===== src/rtl/send_cmd_arbiter_if.sv =====
`default_nettype none
// ============================================================================
// Module      : send_cmd_arbiter_if
// Description : Command issue / completion bus between arbiter and sender.
// Revision    : 1.0
// ============================================================================
interface send_cmd_arbiter_if #(
    parameter int ADDR_W = 25,
    parameter int CH_W   = 1
);
    logic              out_valid;
    logic              out_ready;
    logic [ADDR_W-1:0] out_addr;
    logic [CH_W-1:0]   out_channel;
    logic              done;

    modport master (
        output out_valid,
        output out_addr,
        output out_channel,
        input  out_ready,
        input  done
    );

    modport slave (
        input  out_valid,
        input  out_addr,
        input  out_channel,
        output out_ready,
        output done
    );
endinterface
`default_nettype wire


===== src/rtl/send_cmd_arbiter.sv =====
`default_nettype none
// ============================================================================
// Module      : send_cmd_arbiter
// Description : Per-channel command FIFOs, round-robin issue, done tracking.
// Revision    : 1.0
// ============================================================================
module send_cmd_arbiter #(
    parameter int CHANNELS = 2,
    parameter int ADDR_W   = 25,
    parameter int DEPTH    = 4,
    parameter int TIMEOUT  = 4096,
    parameter int CH_W     = (CHANNELS > 1) ? $clog2(CHANNELS) : 1
) (
    input  logic                       clock_clk,
    input  logic                       reset_reset,
    input  logic [CHANNELS-1:0]        cmd_send,
    input  logic [CHANNELS*ADDR_W-1:0] start_ram_addr,
    input  logic                       ram_ready,
    send_cmd_arbiter_if.master         snd,
    output logic                       busy,
    output logic [CHANNELS-1:0]        cmd_overflow,
    output logic                       timeout
);
    localparam int AW = $clog2(DEPTH);
    localparam int PW = AW + 1;

    localparam logic [1:0] S_IDLE  = 2'd0;
    localparam logic [1:0] S_ISSUE = 2'd1;
    localparam logic [1:0] S_WAIT  = 2'd2;

    logic [1:0]          r_state;
    logic [1:0]          w_state_nxt;
    logic [CHANNELS-1:0] r_cmd_prev;
    logic [CHANNELS-1:0] w_push;
    logic [CHANNELS-1:0] w_empty;
    logic [CHANNELS-1:0] w_full;
    logic [CHANNELS-1:0] w_pop;
    logic [ADDR_W-1:0]   w_head [CHANNELS];
    logic [CH_W-1:0]     r_last;
    logic [CH_W-1:0]     w_grant;
    logic [CH_W-1:0]     r_chan;
    logic [ADDR_W-1:0]   r_addr;
    logic                w_found;
    logic                w_grant_en;
    logic                w_expire;

    always_ff @(posedge clock_clk or posedge reset_reset) begin
        if (reset_reset) r_cmd_prev <= '0;
        else             r_cmd_prev <= cmd_send;
    end

    assign w_push = cmd_send & ~r_cmd_prev;

    generate
        for (genvar i = 0; i < CHANNELS; i++) begin : g_ch
            logic [ADDR_W-1:0] r_mem [DEPTH];
            logic [PW-1:0]     r_wptr;
            logic [PW-1:0]     r_rptr;
            logic              r_ovf;
            logic              w_wr;

            assign w_empty[i]      = (r_wptr == r_rptr);
            assign w_full[i]       = (r_wptr[PW-1] != r_rptr[PW-1]) &&
                                     (r_wptr[AW-1:0] == r_rptr[AW-1:0]);
            assign w_pop[i]        = w_grant_en && (w_grant == CH_W'(i));
            // A pop in the same cycle frees the slot, so a push to a full FIFO still lands.
            assign w_wr            = w_push[i] && (!w_full[i] || w_pop[i]);
            assign w_head[i]       = r_mem[r_rptr[AW-1:0]];
            assign cmd_overflow[i] = r_ovf;

            always_ff @(posedge clock_clk) begin
                if (w_wr) r_mem[r_wptr[AW-1:0]] <= start_ram_addr[i*ADDR_W +: ADDR_W];
            end

            always_ff @(posedge clock_clk or posedge reset_reset) begin
                if (reset_reset) begin
                    r_wptr <= '0;
                    r_rptr <= '0;
                    r_ovf  <= 1'b0;
                end else begin
                    if (w_wr)                r_wptr <= r_wptr + PW'(1);
                    if (w_pop[i])            r_rptr <= r_rptr + PW'(1);
                    if (w_push[i] && !w_wr)  r_ovf  <= 1'b1;
                end
            end
        end
    endgenerate

    // Round-robin: first non-empty channel after the last grant, ascending with wrap.
    always_comb begin
        w_found = 1'b0;
        w_grant = '0;
        for (int k = 1; k <= CHANNELS; k++) begin
            if (!w_found && !w_empty[(int'(r_last) + k) % CHANNELS]) begin
                w_found = 1'b1;
                w_grant = CH_W'((int'(r_last) + k) % CHANNELS);
            end
        end
    end

    assign w_grant_en = (r_state == S_IDLE) && ram_ready && w_found;

    always_ff @(posedge clock_clk or posedge reset_reset) begin
        if (reset_reset) begin
            r_addr <= '0;
            r_chan <= '0;
            r_last <= CH_W'(CHANNELS - 1);
        end else if (w_grant_en) begin
            r_addr <= w_head[w_grant];
            r_chan <= w_grant;
            r_last <= w_grant;
        end
    end

    generate
        if (TIMEOUT != 0) begin : g_timeout
            localparam int CW = $clog2(TIMEOUT + 1);
            logic [CW-1:0] r_wait_cnt;
            logic          r_tmo;

            // Pulse is precomputed so it is visible in the cycle the count reaches TIMEOUT-1.
            always_ff @(posedge clock_clk or posedge reset_reset) begin
                if (reset_reset) begin
                    r_wait_cnt <= '0;
                    r_tmo      <= 1'b0;
                end else begin
                    if (r_state == S_ISSUE)     r_wait_cnt <= '0;
                    else if (r_state == S_WAIT) r_wait_cnt <= r_wait_cnt + CW'(1);
                    r_tmo <= ((r_state == S_ISSUE) && snd.out_ready && (TIMEOUT == 1)) ||
                             ((r_state == S_WAIT) && !snd.done &&
                              (int'(r_wait_cnt) == TIMEOUT - 2));
                end
            end

            assign w_expire = r_tmo;
            assign timeout  = r_tmo;
        end else begin : g_no_timeout
            assign w_expire = 1'b0;
            assign timeout  = 1'b0;
        end
    endgenerate

    always_ff @(posedge clock_clk or posedge reset_reset) begin
        if (reset_reset) r_state <= S_IDLE;
        else             r_state <= w_state_nxt;
    end

    always_comb begin
        w_state_nxt = r_state;
        case (r_state)
            S_IDLE:  if (w_grant_en)             w_state_nxt = S_ISSUE;
            S_ISSUE: if (snd.out_ready)          w_state_nxt = S_WAIT;
            S_WAIT:  if (snd.done || w_expire)   w_state_nxt = S_IDLE;
            default:                             w_state_nxt = S_IDLE;
        endcase
    end

    always_comb begin
        snd.out_valid   = (r_state == S_ISSUE);
        snd.out_addr    = r_addr;
        snd.out_channel = r_chan;
        busy            = (r_state == S_ISSUE) || (r_state == S_WAIT);
    end
endmodule
`default_nettype wire


===== src/flat_wrapper.sv =====
// flat-port wrapper written by rule: the top's interface ports become plain ports
module send_cmd_arbiter_flat 
#(
    parameter int CHANNELS = 2,
    parameter int ADDR_W   = 25,
    parameter int DEPTH    = 4,
    parameter int TIMEOUT  = 4096,
    parameter int CH_W     = (CHANNELS > 1) ? $clog2(CHANNELS) : 1
)
  (clock_clk, reset_reset, cmd_send, start_ram_addr, ram_ready, busy, cmd_overflow, timeout, snd_out_valid, snd_out_addr, snd_out_channel, snd_out_ready, snd_done);
  send_cmd_arbiter_if #(.ADDR_W(ADDR_W), .CH_W(CH_W)) snd_i ();
  input  logic clock_clk;
  input  logic reset_reset;
  input  logic [CHANNELS-1:0] cmd_send;
  input  logic [CHANNELS*ADDR_W-1:0] start_ram_addr;
  input  logic ram_ready;
  output logic busy;
  output logic [CHANNELS-1:0] cmd_overflow;
  output logic timeout;
  output wire logic [$bits(snd_i.out_valid)-1:0] snd_out_valid;
  output wire logic [$bits(snd_i.out_addr)-1:0] snd_out_addr;
  output wire logic [$bits(snd_i.out_channel)-1:0] snd_out_channel;
  input wire logic [$bits(snd_i.out_ready)-1:0] snd_out_ready;
  input wire logic [$bits(snd_i.done)-1:0] snd_done;
  assign snd_out_valid = snd_i.out_valid;
  assign snd_out_addr = snd_i.out_addr;
  assign snd_out_channel = snd_i.out_channel;
  assign snd_i.out_ready = snd_out_ready;
  assign snd_i.done = snd_done;
  send_cmd_arbiter #(.CHANNELS(CHANNELS), .ADDR_W(ADDR_W), .DEPTH(DEPTH), .TIMEOUT(TIMEOUT), .CH_W(CH_W)) u_core (.clock_clk(clock_clk), .reset_reset(reset_reset), .cmd_send(cmd_send), .start_ram_addr(start_ram_addr), .ram_ready(ram_ready), .snd(snd_i), .busy(busy), .cmd_overflow(cmd_overflow), .timeout(timeout));
endmodule

===== config.mk =====
export PLATFORM = sky130hd
export DESIGN_NAME = send_cmd_arbiter_flat
export DESIGN_NICKNAME = d
export VERILOG_FILES = /design/src/rtl/send_cmd_arbiter_if.sv /design/src/rtl/send_cmd_arbiter.sv /design/src/flat_wrapper.sv
export SDC_FILE = /design/constraint.sdc
export NUM_CORES = 1
export LEC_CHECK = 0
export ABC_AREA = 1
export CAP_MARGIN = 5
export CORE_MARGIN = 4
export CORE_UTILIZATION = 50
export CTS_CLUSTER_DIAMETER = 60
export DETAILED_ROUTE_END_ITERATION = 10
export PLACE_DENSITY = 0.73
export SYNTH_ARGS = -nofsm -noshare
export SYNTH_HDL_FRONTEND = slang
export SYNTH_SLANG_ARGS = --single-unit
export TNS_END_PERCENT = 100

===== constraint.sdc =====
create_clock -name clock_clk -period 2.62 [get_ports clock_clk]
set_input_delay 0.262 -clock clock_clk [delete_from_list [all_inputs] [get_ports clock_clk]]
set_output_delay 0.262 -clock clock_clk [all_outputs]
set_load 0.005 [all_outputs]

Word level (Yosys, flattened, before mapping)

Memories as Yosys holds them, arrays and structs flattened.
Cells that the tools add are included.
Widths: inputs -> output; s select.

Add/sub/neg operators: 7
Multiply operators: 0
Div/mod/pow operators: 0
$lt $le $gt $ge: 3
Eq/ne operators: 12
Shift operators: 0
Multiplexer cells: 23
Bitwise operators: 6
Reductions and logical operators: 26

Operators with widths:

| operator              | count |
|---|---|
| $mux 25               | 3 |
| $mux 13               | 2 |
| $mux 1                | 14 |
| $add 13x1->13 const B | 1 |
| $eq 13x13->1 const B  | 1 |
| $logic_and 1x1->1     | 13 |
| $add 3x1->3 const B   | 4 |
| $eq 3x3->1            | 2 |
| $logic_not 1->1       | 6 |
| $lt 2x3->1 const B    | 2 |
| $mux 2                | 3 |
| $pmux 2 s3            | 1 |
| $eq 2x2->1            | 2 |
| $logic_or 1x1->1      | 4 |
| $ne 2x1->1 const B    | 2 |
| $reduce_and 3->1      | 1 |
| $add 1x1->1 const B   | 2 |
| $and 1x1->1 const A   | 2 |
| $and 2x2->2           | 1 |
| $eq 2x1->1 const B    | 1 |
| $eq 2x2->1 const B    | 1 |
| $ge 2x2->1 const B    | 1 |
| $logic_not 2->1       | 1 |
| $ne 1x1->1            | 2 |
| 5 further kinds       | 5 |

Register bits after elaboration: 59
Latch bits: 0
RAM bits: 200
Memory bits (read-only): 0
Output and inout port bits: 31
Memories: 2

Memory list:

| name                 | depth | bits a word | rd ports | clocked after memory_dff | wr ports | RTL line               | RTL |
|---|---|---|---|---|---|---|---|
| u_core.g_ch[0].r_mem | 4     | 25          | 1        | 0                        | 1        | send_cmd_arbiter.sv:56 | `logic [ADDR_W-1:0] r_mem [DEPTH];` |
| u_core.g_ch[1].r_mem | 4     | 25          | 1        | 0                        | 1        | send_cmd_arbiter.sv:56 |  |

Logic depth before layout (Yosys ltp)

Gate-level depths: netlist of the first run.

Depth after elaboration: 14
Depth in mapped cells: 13
Mapped depth without buffers: 11

Least setup slack after synthesis of the first run

Ideal clock, no wire load.

Path kind: register to register
Start: reg u_core.g_ch[1].r_rptr[0]
End: mem u_core.g_ch[0].r_mem[1][0] (enable)
Arrival: 2.390 ns
Path slack: -0.177 ns
Stages on the path, launching flop included: 11
Buffers on the path: 1
Period minus slack after synthesis: 2.797 ns
Cell sequence: dfrtp_1 > buf_2 > inv_2 > nand2_1 > nand2_1 > nand3_1 > nand2_1 > nand3_1 > nand2_2 > nand2_1 > nor2_1

Word-level cells in the longest chain between the ends: 13

RTL lines:

| item                                           | RTL line                                        | RTL |
|---|---|---|
| from (decl)                                    | send_cmd_arbiter.sv:58                          | `logic [PW-1:0] r_rptr;` |
| from (signal assigned)                         | send_cmd_arbiter.sv:82                          | `if (w_pop[i]) r_rptr <= r_rptr + PW'(1);` |
| $eq 3x3->1 *                                   | send_cmd_arbiter.sv:62                          | `assign w_empty[i] = (r_wptr == r_rptr);` |
| $mux 1 (implied by the code) (3 in a row)      | send_cmd_arbiter.sv:94                          | `if (!w_found && !w_empty[(int'(r_last) + k) % CHANNELS]) begin` |
| $logic_not 1->1                                | send_cmd_arbiter.sv:94                          |  |
| $logic_and 1x1->1                              | send_cmd_arbiter.sv:94                          |  |
| $mux 1                                         | send_cmd_arbiter.sv:94                          |  |
| $logic_and 1x1->1 or $not 1->1 (tied branches) | send_cmd_arbiter.sv:101, send_cmd_arbiter.sv:65 |  |
| $logic_and 1x1->1 *                            | send_cmd_arbiter.sv:65                          | `assign w_pop[i] = w_grant_en && (w_grant == CH_W'(i));` |
| $logic_or 1x1->1 *                             | send_cmd_arbiter.sv:67                          | `assign w_wr = w_push[i] && (!w_full[i] \|\| w_pop[i]);` |
| $logic_and 1x1->1 *                            | send_cmd_arbiter.sv:67                          |  |
| $mux 1 *                                       | send_cmd_arbiter.sv:72                          | `if (w_wr) r_mem[r_wptr[AW-1:0]] <= start_ram_addr[i*ADDR_W +: ADDR_W];` |
| $mux 1 (implied by the code) *                 | send_cmd_arbiter.sv:72                          |  |
| to (decl)                                      | send_cmd_arbiter.sv:56                          |  |

Every way passes the cells marked *; elsewhere a longest branch is shown, timed or not. The select of a mux whose other input is x is not followed.

Worst setup path after layout of the first run

Start: reg u_core.g_ch[0].r_rptr[0]
End: mem u_core.g_ch[0].r_mem[0][10] (enable)

Word-level cells in the longest chain between the ends: 13

RTL lines:

| item                                           | RTL line |
|---|---|
| from (decl)                                    | send_cmd_arbiter.sv:58 |
| from (signal assigned)                         | send_cmd_arbiter.sv:82 |
| $eq 3x3->1                                     | send_cmd_arbiter.sv:62 |
| $mux 1 (implied by the code) (3 in a row)      | send_cmd_arbiter.sv:94 |
| $logic_not 1->1                                | send_cmd_arbiter.sv:94 |
| $logic_and 1x1->1                              | send_cmd_arbiter.sv:94 |
| $mux 1                                         | send_cmd_arbiter.sv:94 |
| $logic_and 1x1->1 or $not 1->1 (tied branches) | send_cmd_arbiter.sv:101, send_cmd_arbiter.sv:65 |
| $logic_and 1x1->1                              | send_cmd_arbiter.sv:65 |
| $logic_or 1x1->1 *                             | send_cmd_arbiter.sv:67 |
| $logic_and 1x1->1 *                            | send_cmd_arbiter.sv:67 |
| $mux 1 *                                       | send_cmd_arbiter.sv:72 |
| $mux 1 (implied by the code) *                 | send_cmd_arbiter.sv:72 |

Marks and branches as above.

==> summary.txt, run 1 <==
Status
  – Outcome: finished, final reports clean

Setup path
  – FF-to-FF End: u_core.g_ch[0].r_mem[0][10]
  – R2r startpoint: u_core.g_ch[0].r_rptr[0]
  – Worst setup path startpoint: u_core.g_ch[0].r_rptr[0]
  – CP max FO: 21
  – CP endpoint kind: flip-flop
  – CP arrival: 2.49 ns
  – Setup crit start kind: flip-flop
  – R2R Setup Slk: 0.37 ns
  – FF-to-FF path depth: 11
  – Kind of critical path: flip-flop to flip-flop
  – CP required: 2.86 ns

Final layout
  – Area grow syn2layout: 19.8%
  – N_diodes: 0
  – Share of cells above drive strength 1: 10.4%
  – Final net count: 1014
  – Commonest non-fill, non-tap cell in the layout: edfxtp_1
  – Util after Layout: 61.4%
  – Fillers: 1583
  – Most frequent cells in the layout: 200 x edfxtp_1, 160 x nand2_1, 87 x clkdlybuf4s50_1

Synthesis
  – Syn Nets: 919
  – Distinct cells, synth: 34
  – Synth warnings: 0
  – Synthesized area per cell: 12.4 um2
  – Dominant synthesized flop cell: edfxtp_1
  – Area contributors post-synth: edfxtp_1 57%, dfrtp_1 14%, nand2_1 5.7%
  – Synth top area share: 57.4%
  – Flops & latches, synth: 259
  – EDFF count, synth: 200
  – Synth Instances: 846
  – Part of the Yosys area used for sequential elements: 71.5%
  – Synthesized cell area: 10500 um2
  – Dominant cell type by area after synthesis: edfxtp_1
  – Ys async rst share: 22.8%

Power
  – Worst vdd ir: 0.671 mV
  – Reg power frac: 41.7%
  – Logic gate share of total power: 32.3%
  – Clock power share: 26.0%
  – Leakage power: 0.00467 uW
  – Cell internal pwr: 8780 uW
  – Psw: 4550 uW
  – Sw Ratio: 34.1%
  – PD cells: 1060 nW/um2

Floorplan
  – Die area: 23300 um2
  – Core region area: 20400 um2
  – Rows: 52
  – Die X: 153 um
  – Die Y: 153 um
  – Initial Utilization: 51.2%
  – Ports: 88

Clock tree
  – Postcts setup bufs: 0
  – Clock sink total: 259
  – Hold buffers post-CTS: 0
  – Root Driver: clkbuf_16
  – CTS tree: done
  – Depth of the CTS H-tree: 1
  – Num CTS Buffers: 27
  – Clk slew on worst S/H paths: 0.06 ns
  – # resized after CTS: 0
  – Clk_lat worst skew: 0.55 ns
  – Clock Path Buffers: 3

Timing
  – Final setup violation count: 0
  – Final worst slack: 0.367 ns
  – RSZ-0062 raised after global routing: no
  – Final Hold Viols: 0
  – Fin crit period: 2.25 ns
  – Fmax: 444 MHz
  – Worst Tran Pin Value: 0.550 ns
  – Slew Viols, Final: 0
  – Worst Skew: 0.0192 ns
  – Slew HR: 63.3%
  – Post-route clock period utilization: 86.0%
  – TNS Setup: 0 ns

Global routing
  – Vias in the first global route: 6504
  – Overall global routing resource usage: 18.1%
  – Initial antenna violation count: 0
  – GR Overflow Total: 0
  – Largest net degree at the start of global routing: 60
  – First-pass GRT wire length: 33900 um

Drt
  – Drt first pass iters: 5
  – Routed WL: 21400 um
  – Routed via count: 6625
  – DRC violations left: 0
  – Average via count per standard cell: 5.38
  – Post-DRT Antenna Nets: 0
  – WL/cell: 17.4 um
  – DR iter-0 viols: 532

Place
  – GPL Wtd Cong: 0.777
  – Pre-CTS WS: 0.323 ns
  – Post-DP HPWL: 13400 um
  – PortBufs: 87

Worst hold path
  – Hold WC Path Type: input pin to async pin

Flow run
  – Max_cap viols: 0
[per-layer routing]
layer	global-route usage [%]	up-vias	share of wire [%]
met4	5.30	0	2.7
met2	30.2	208	49
met1	24.4	3183	42
li1	-	3194	-
met5	0	-	0
met3	3.55	40	5.9
[Yosys cell counts (2+ instances only)]
cell      instances
nor3_1            3
o211ai_1         14
buf_6             2
nand2_2          14
nand3_2          11
inv_2             6
o21bai_1          3
xor2_1            4
o21ai_0          80
a21oi_1          23
and3b_1           2
ha_1             16
nand2_1         160
xnor2_1           2
dfrtp_1          58
edfxtp_1        200
o22ai_1          36
buf_2             5
clkbuf_1         30
buf_4             4
inv_1            40
a32o_1           14
nand4_1           5
nor2_1           91
nand3_1          14
[power by group through the flow]
stage               Sequential [uW]  Clock (uW)  Combinational (uW)
floorplan                      5520           0                2800
CTS                            5550        3520                4380
global route                   5630        3700                4830
global placement               5610           0                4260
finish                         5560        3470                4310
detailed placement             5620           0                4340
[through the flow]
stage / power [uW] / instance area, um2 / cells / hold WS (ns)
3_5_place_dp: 9960 / 11700 / 1182 / 0.472
5_1_grt: 14200 / 12500 / 1232 / 0.129
6_report: 13300 / 12500 / 1232 / 0.101
4_1_cts: 13500 / 12500 / 1232 / 0.110
3_3_place_gp: 9870 / 11700 / 1182 / 0.441
2_1_floorplan: 8320 / 10500 / 846 / 0.293
[flip-flops by register name, indices dropped and copies added (netlist names), 2 cells and up]
| signal | flops |
|---|---|
| u_core.g_timeout.r_wait_cnt | 13 |
| u_core.snd.out_addr | 25 |
| u_core.g_ch.r_rptr | 6 |
| u_core.g_ch.r_wptr | 6 |
| u_core.g_ch.r_ovf | 2 |
| u_core.r_state | 2 |
| u_core.g_ch.r_mem | 200 |
| u_core.r_cmd_prev | 2 |
[critical path, stage by stage (launching register included)]
cell and delay (ns):
dfrtp_1 0.53, inv_2 0.06, nand2_1 0.07, nand2_1 0.06
nand3_1 0.09, nand2_2 0.07, nand2_1 0.09, nand3_1 0.13
nand2_2 0.14, nand2_1 0.15, nor2_2 0.31, buf_12 0.23
[kinds of logic (layout without fill, tap and decap cells)]
group	count (synthesis)	after routing	share of synthesized area, %
AO/OA/AOI/OAI	172	172	9.75
XOR/XNOR	6	6	0.502
adder cells (fa/ha/maj)	16	16	1.91
buffers and inverters	88	204	3.66
flip-flops	259	259	71.5
multiplexers	1	1	0.0957
AND/OR/NAND/NOR	304	304	12.6
[cell type report]
class	count	area [um2]	share of cell area [%]
well taps	270	338	2.69
clock inverters	12	76.3	0.609
clock buffers	38	727	5.80
multi-input cells	499	2620	20.9
inverters	46	173	1.38
flip-flops and latches	259	7480	59.7
repair buffers	108	1130	9.00
[how the worst max path moves through the flow]
| stage | cells after the start | slack [ns] | to |
|---|---|---|---|
| detailed placement | 8 | 0.32 | u_core.g_ch[0].r_mem[0][5] |
| finish | 11 | 0.37 | u_core.g_ch[0].r_mem[0][10] |
| floorplan | 10 | -0.18 | u_core.g_ch[0].r_mem[1][0] |
| global route | 10 | 0.17 | u_core.g_ch[0].r_mem[0][19] |
| global placement | 8 | 0.36 | u_core.g_ch[0].r_mem[0][5] |
| CTS | 11 | 0.34 | u_core.g_ch[0].r_mem[0][10] |
No activity file was read; power rests on OpenSTA's default activity.
==> run 2: changes to the inputs <==
CTS_CLUSTER_SIZE = 20   (was default)
==> run 2 against run 1 <==
  * Via count decreased by 1.6%
  * Power shrank 4.6%
  * Flip-flop and latch count is the same
  * Clock skew is 0.013 ns higher
  * Count of clock-buffer cells in the layout shrank 12
  * Critical endpoint is now u_core.g_ch[0].r_mem[0][2]
==> summary.txt, run 2 (synthesized netlist as in run 1, its figures left out) <==
Status
  – Outcome: finished, final reports clean (unchanged)

Setup path
  – Kind of critical path: flip-flop to flip-flop (unchanged)
  – CP max FO: 21 (unchanged)
  – CP arrival: 2.48 ns (was 2.49 ns)
  – CP required: 2.83 ns (was 2.86 ns)
  – Setup crit start kind: flip-flop (unchanged)
  – CP endpoint kind: flip-flop (unchanged)

Clock tree
  – CTS tree: done (unchanged)
  – # resized after CTS: 0 (unchanged)
  – Postcts setup bufs: 0 (unchanged)
  – Num CTS Buffers: 18 (was 27)
  – Hold buffers post-CTS: 0 (unchanged)
  – Clock sink total: 259 (unchanged)
  – Depth of the CTS H-tree: 1 (unchanged)
  – Clock Path Buffers: 3 (unchanged)
  – Clk slew on worst S/H paths: 0.08 ns (was 0.06 ns)
  – Clk_lat worst skew: 0.53 ns (was 0.55 ns)
  – Root Driver: clkbuf_16 (unchanged)

Global routing
  – Initial antenna violation count: 0 (unchanged)
  – Overall global routing resource usage: 18.0% (was 18.1%)
  – Largest net degree at the start of global routing: 60 (unchanged)
  – Vias in the first global route: 6325 (was 6504)
  – GR Overflow Total: 0 (unchanged)
  – First-pass GRT wire length: 33700 um (was 33900 um)

Timing
  – Fmax: 440 MHz (was 444 MHz)
  – RSZ-0062 raised after global routing: no (unchanged)
  – Slew Viols, Final: 0 (unchanged)
  – Final setup violation count: 0 (unchanged)
  – Worst Tran Pin Value: 0.539 ns (was 0.550 ns)
  – Final Hold Viols: 0 (unchanged)
  – Slew HR: 64.1% (was 63.3%)
  – Worst Skew: 0.0326 ns (was 0.0192 ns)
  – Fin crit period: 2.27 ns (was 2.25 ns)
  – Post-route clock period utilization: 86.8% (was 86.0%)

Floorplan
  – Ports: 88 (unchanged)
  – Die Y: 153 um (unchanged)
  – Rows: 52 (unchanged)
  – Die X: 153 um (unchanged)
  – Core region area: 20400 um2 (unchanged)
  – Initial Utilization: 51.2% (unchanged)
  – Die area: 23300 um2 (unchanged)

Final layout
  – Finished Layout Cells: 1214 (was 1232)
  – Largest register FFs: 200 (unchanged)
  – Most frequent cells in the layout: 200 x edfxtp_1, 160 x nand2_1, 87 x clkdlybuf4s50_1 (unchanged)
  – Commonest non-fill, non-tap cell in the layout: edfxtp_1 (unchanged)
  – Util after Layout: 60.4% (was 61.4%)
  – N_diodes: 0 (unchanged)
  – Share of cells above drive strength 1: 9.32% (was 10.4%)
  – Final net count: 1005 (was 1014)
  – Area grow syn2layout: 17.9% (was 19.8%)

Drt
  – DRC violations left: 0 (unchanged)
  – Average via count per standard cell: 5.37 (was 5.38)
  – Post-DRT Antenna Nets: 0 (unchanged)
  – Routed via count: 6517 (was 6625)
  – DR iter-0 viols: 501 (was 532)
  – Routed WL: 21400 um (about the same)
  – Drt first pass iters: 5 (unchanged)
  – WL/cell: 17.6 um (was 17.4 um)

Power
  – Leakage power: 0.00457 uW (was 0.00467 uW)
  – PD cells: 1030 nW/um2 (was 1060 nW/um2)
  – Worst vdd ir: 0.593 mV (was 0.671 mV)

Flow run
  – Max_cap viols: 0 (unchanged)

Worst hold path
  – Hold WC Path Type: input pin to async pin (unchanged)

Place
  – DP Cell Count: 1182 (unchanged)
  – PortBufs: 87 (unchanged)
  – GPL Wtd Cong: 0.777 (unchanged)
  – Post-DP HPWL: 13400 um (unchanged)
==> run 2: worst max-delay path: stages (launching register included) <==
cell	delay, ns
dfrtp_1	0.53
inv_2	0.06
nand2_1	0.07
nand2_1	0.06
nand3_1	0.10
nand2_2	0.08
nand2_1	0.09
nand3_1	0.13
nand2_2	0.14
nand2_1	0.15
nor2_2	0.31
buf_12	0.23
==> run 2: path summary, 6_finish.rpt <==
check                                         start                              end  slack (ns)  depth (start not counted)
min reg2reg                           u_core.r_last                    u_core.r_last        0.48                          2
max in group asynchronous               reset_reset                    u_core.r_last        2.18                          3
min                                     reset_reset  u_core.g_timeout.r_wait_cnt[12]        0.13                          3
max                        u_core.g_ch[0].r_rptr[0]       u_core.g_ch[0].r_mem[0][2]        0.35                         11
min in group clock_clk                  cmd_send[0]             u_core.r_cmd_prev[0]        0.26                          1
max reg2reg                u_core.g_ch[0].r_rptr[0]       u_core.g_ch[0].r_mem[0][2]        0.35                         11
==> run 2: layout make-up <==
| class | count | area [um2] |
|---|---|---|
| Clock inverter | 6 | 105 |
| Inverter | 46 | 173 |
| Sequential cell | 259 | 7480 |
| Clock buffer | 26 | 490 |
| Timing Repair Buffer | 108 | 1130 |
| Multi-Input combinational cell | 499 | 2620 |
| Tap cell | 270 | 338 |
| Fill cell | 1613 | 8100 |
==> run 2: report_power, final <==
| part | internal (uW) | switching [uW] | leakage, uW | total, uW |
|---|---|---|---|---|
| clock network | 1450 | 1410 | 0.000283 | 2870 |
| logic | 1680 | 2640 | 0.00173 | 4310 |
| registers | 5150 | 392 | 0.00256 | 5540 |
==> run 2: metrics by stage <==
step | setup WS [ns] | cell area, um2 | hold WS, ns | setup TNS (ns) | total power (uW)
finish | 0.346 | 12300 | 0.130 | 0 | 12700
global route | 0.131 | 12300 | 0.167 | 0 | 13500
CTS | 0.305 | 12300 | 0.138 | 0 | 12800
detailed placement | 0.323 | 11700 | 0.472 | 0 | 9960
global placement | 0.364 | 11700 | 0.441 | 0 | 9870
floorplan | -0.177 | 10500 | 0.293 | -25.69 | 8320
==> run 2: routing by layer <==
layer / up-vias / global-route usage (%) / share of wire [%]
met2: 184 / 30.6 / 49
met5: - / 0 / 0
met4: 0 / 4.67 / 2.4
met1: 3142 / 24.4 / 42
met3: 33 / 3.10 / 6.1
li1: 3158 / - / -
==> run 3: changes to the inputs <==
SLEW_MARGIN = 5   (was default)
==> results of run 3 <==
Final layout, timing and power as in run 2 (identical DEF).
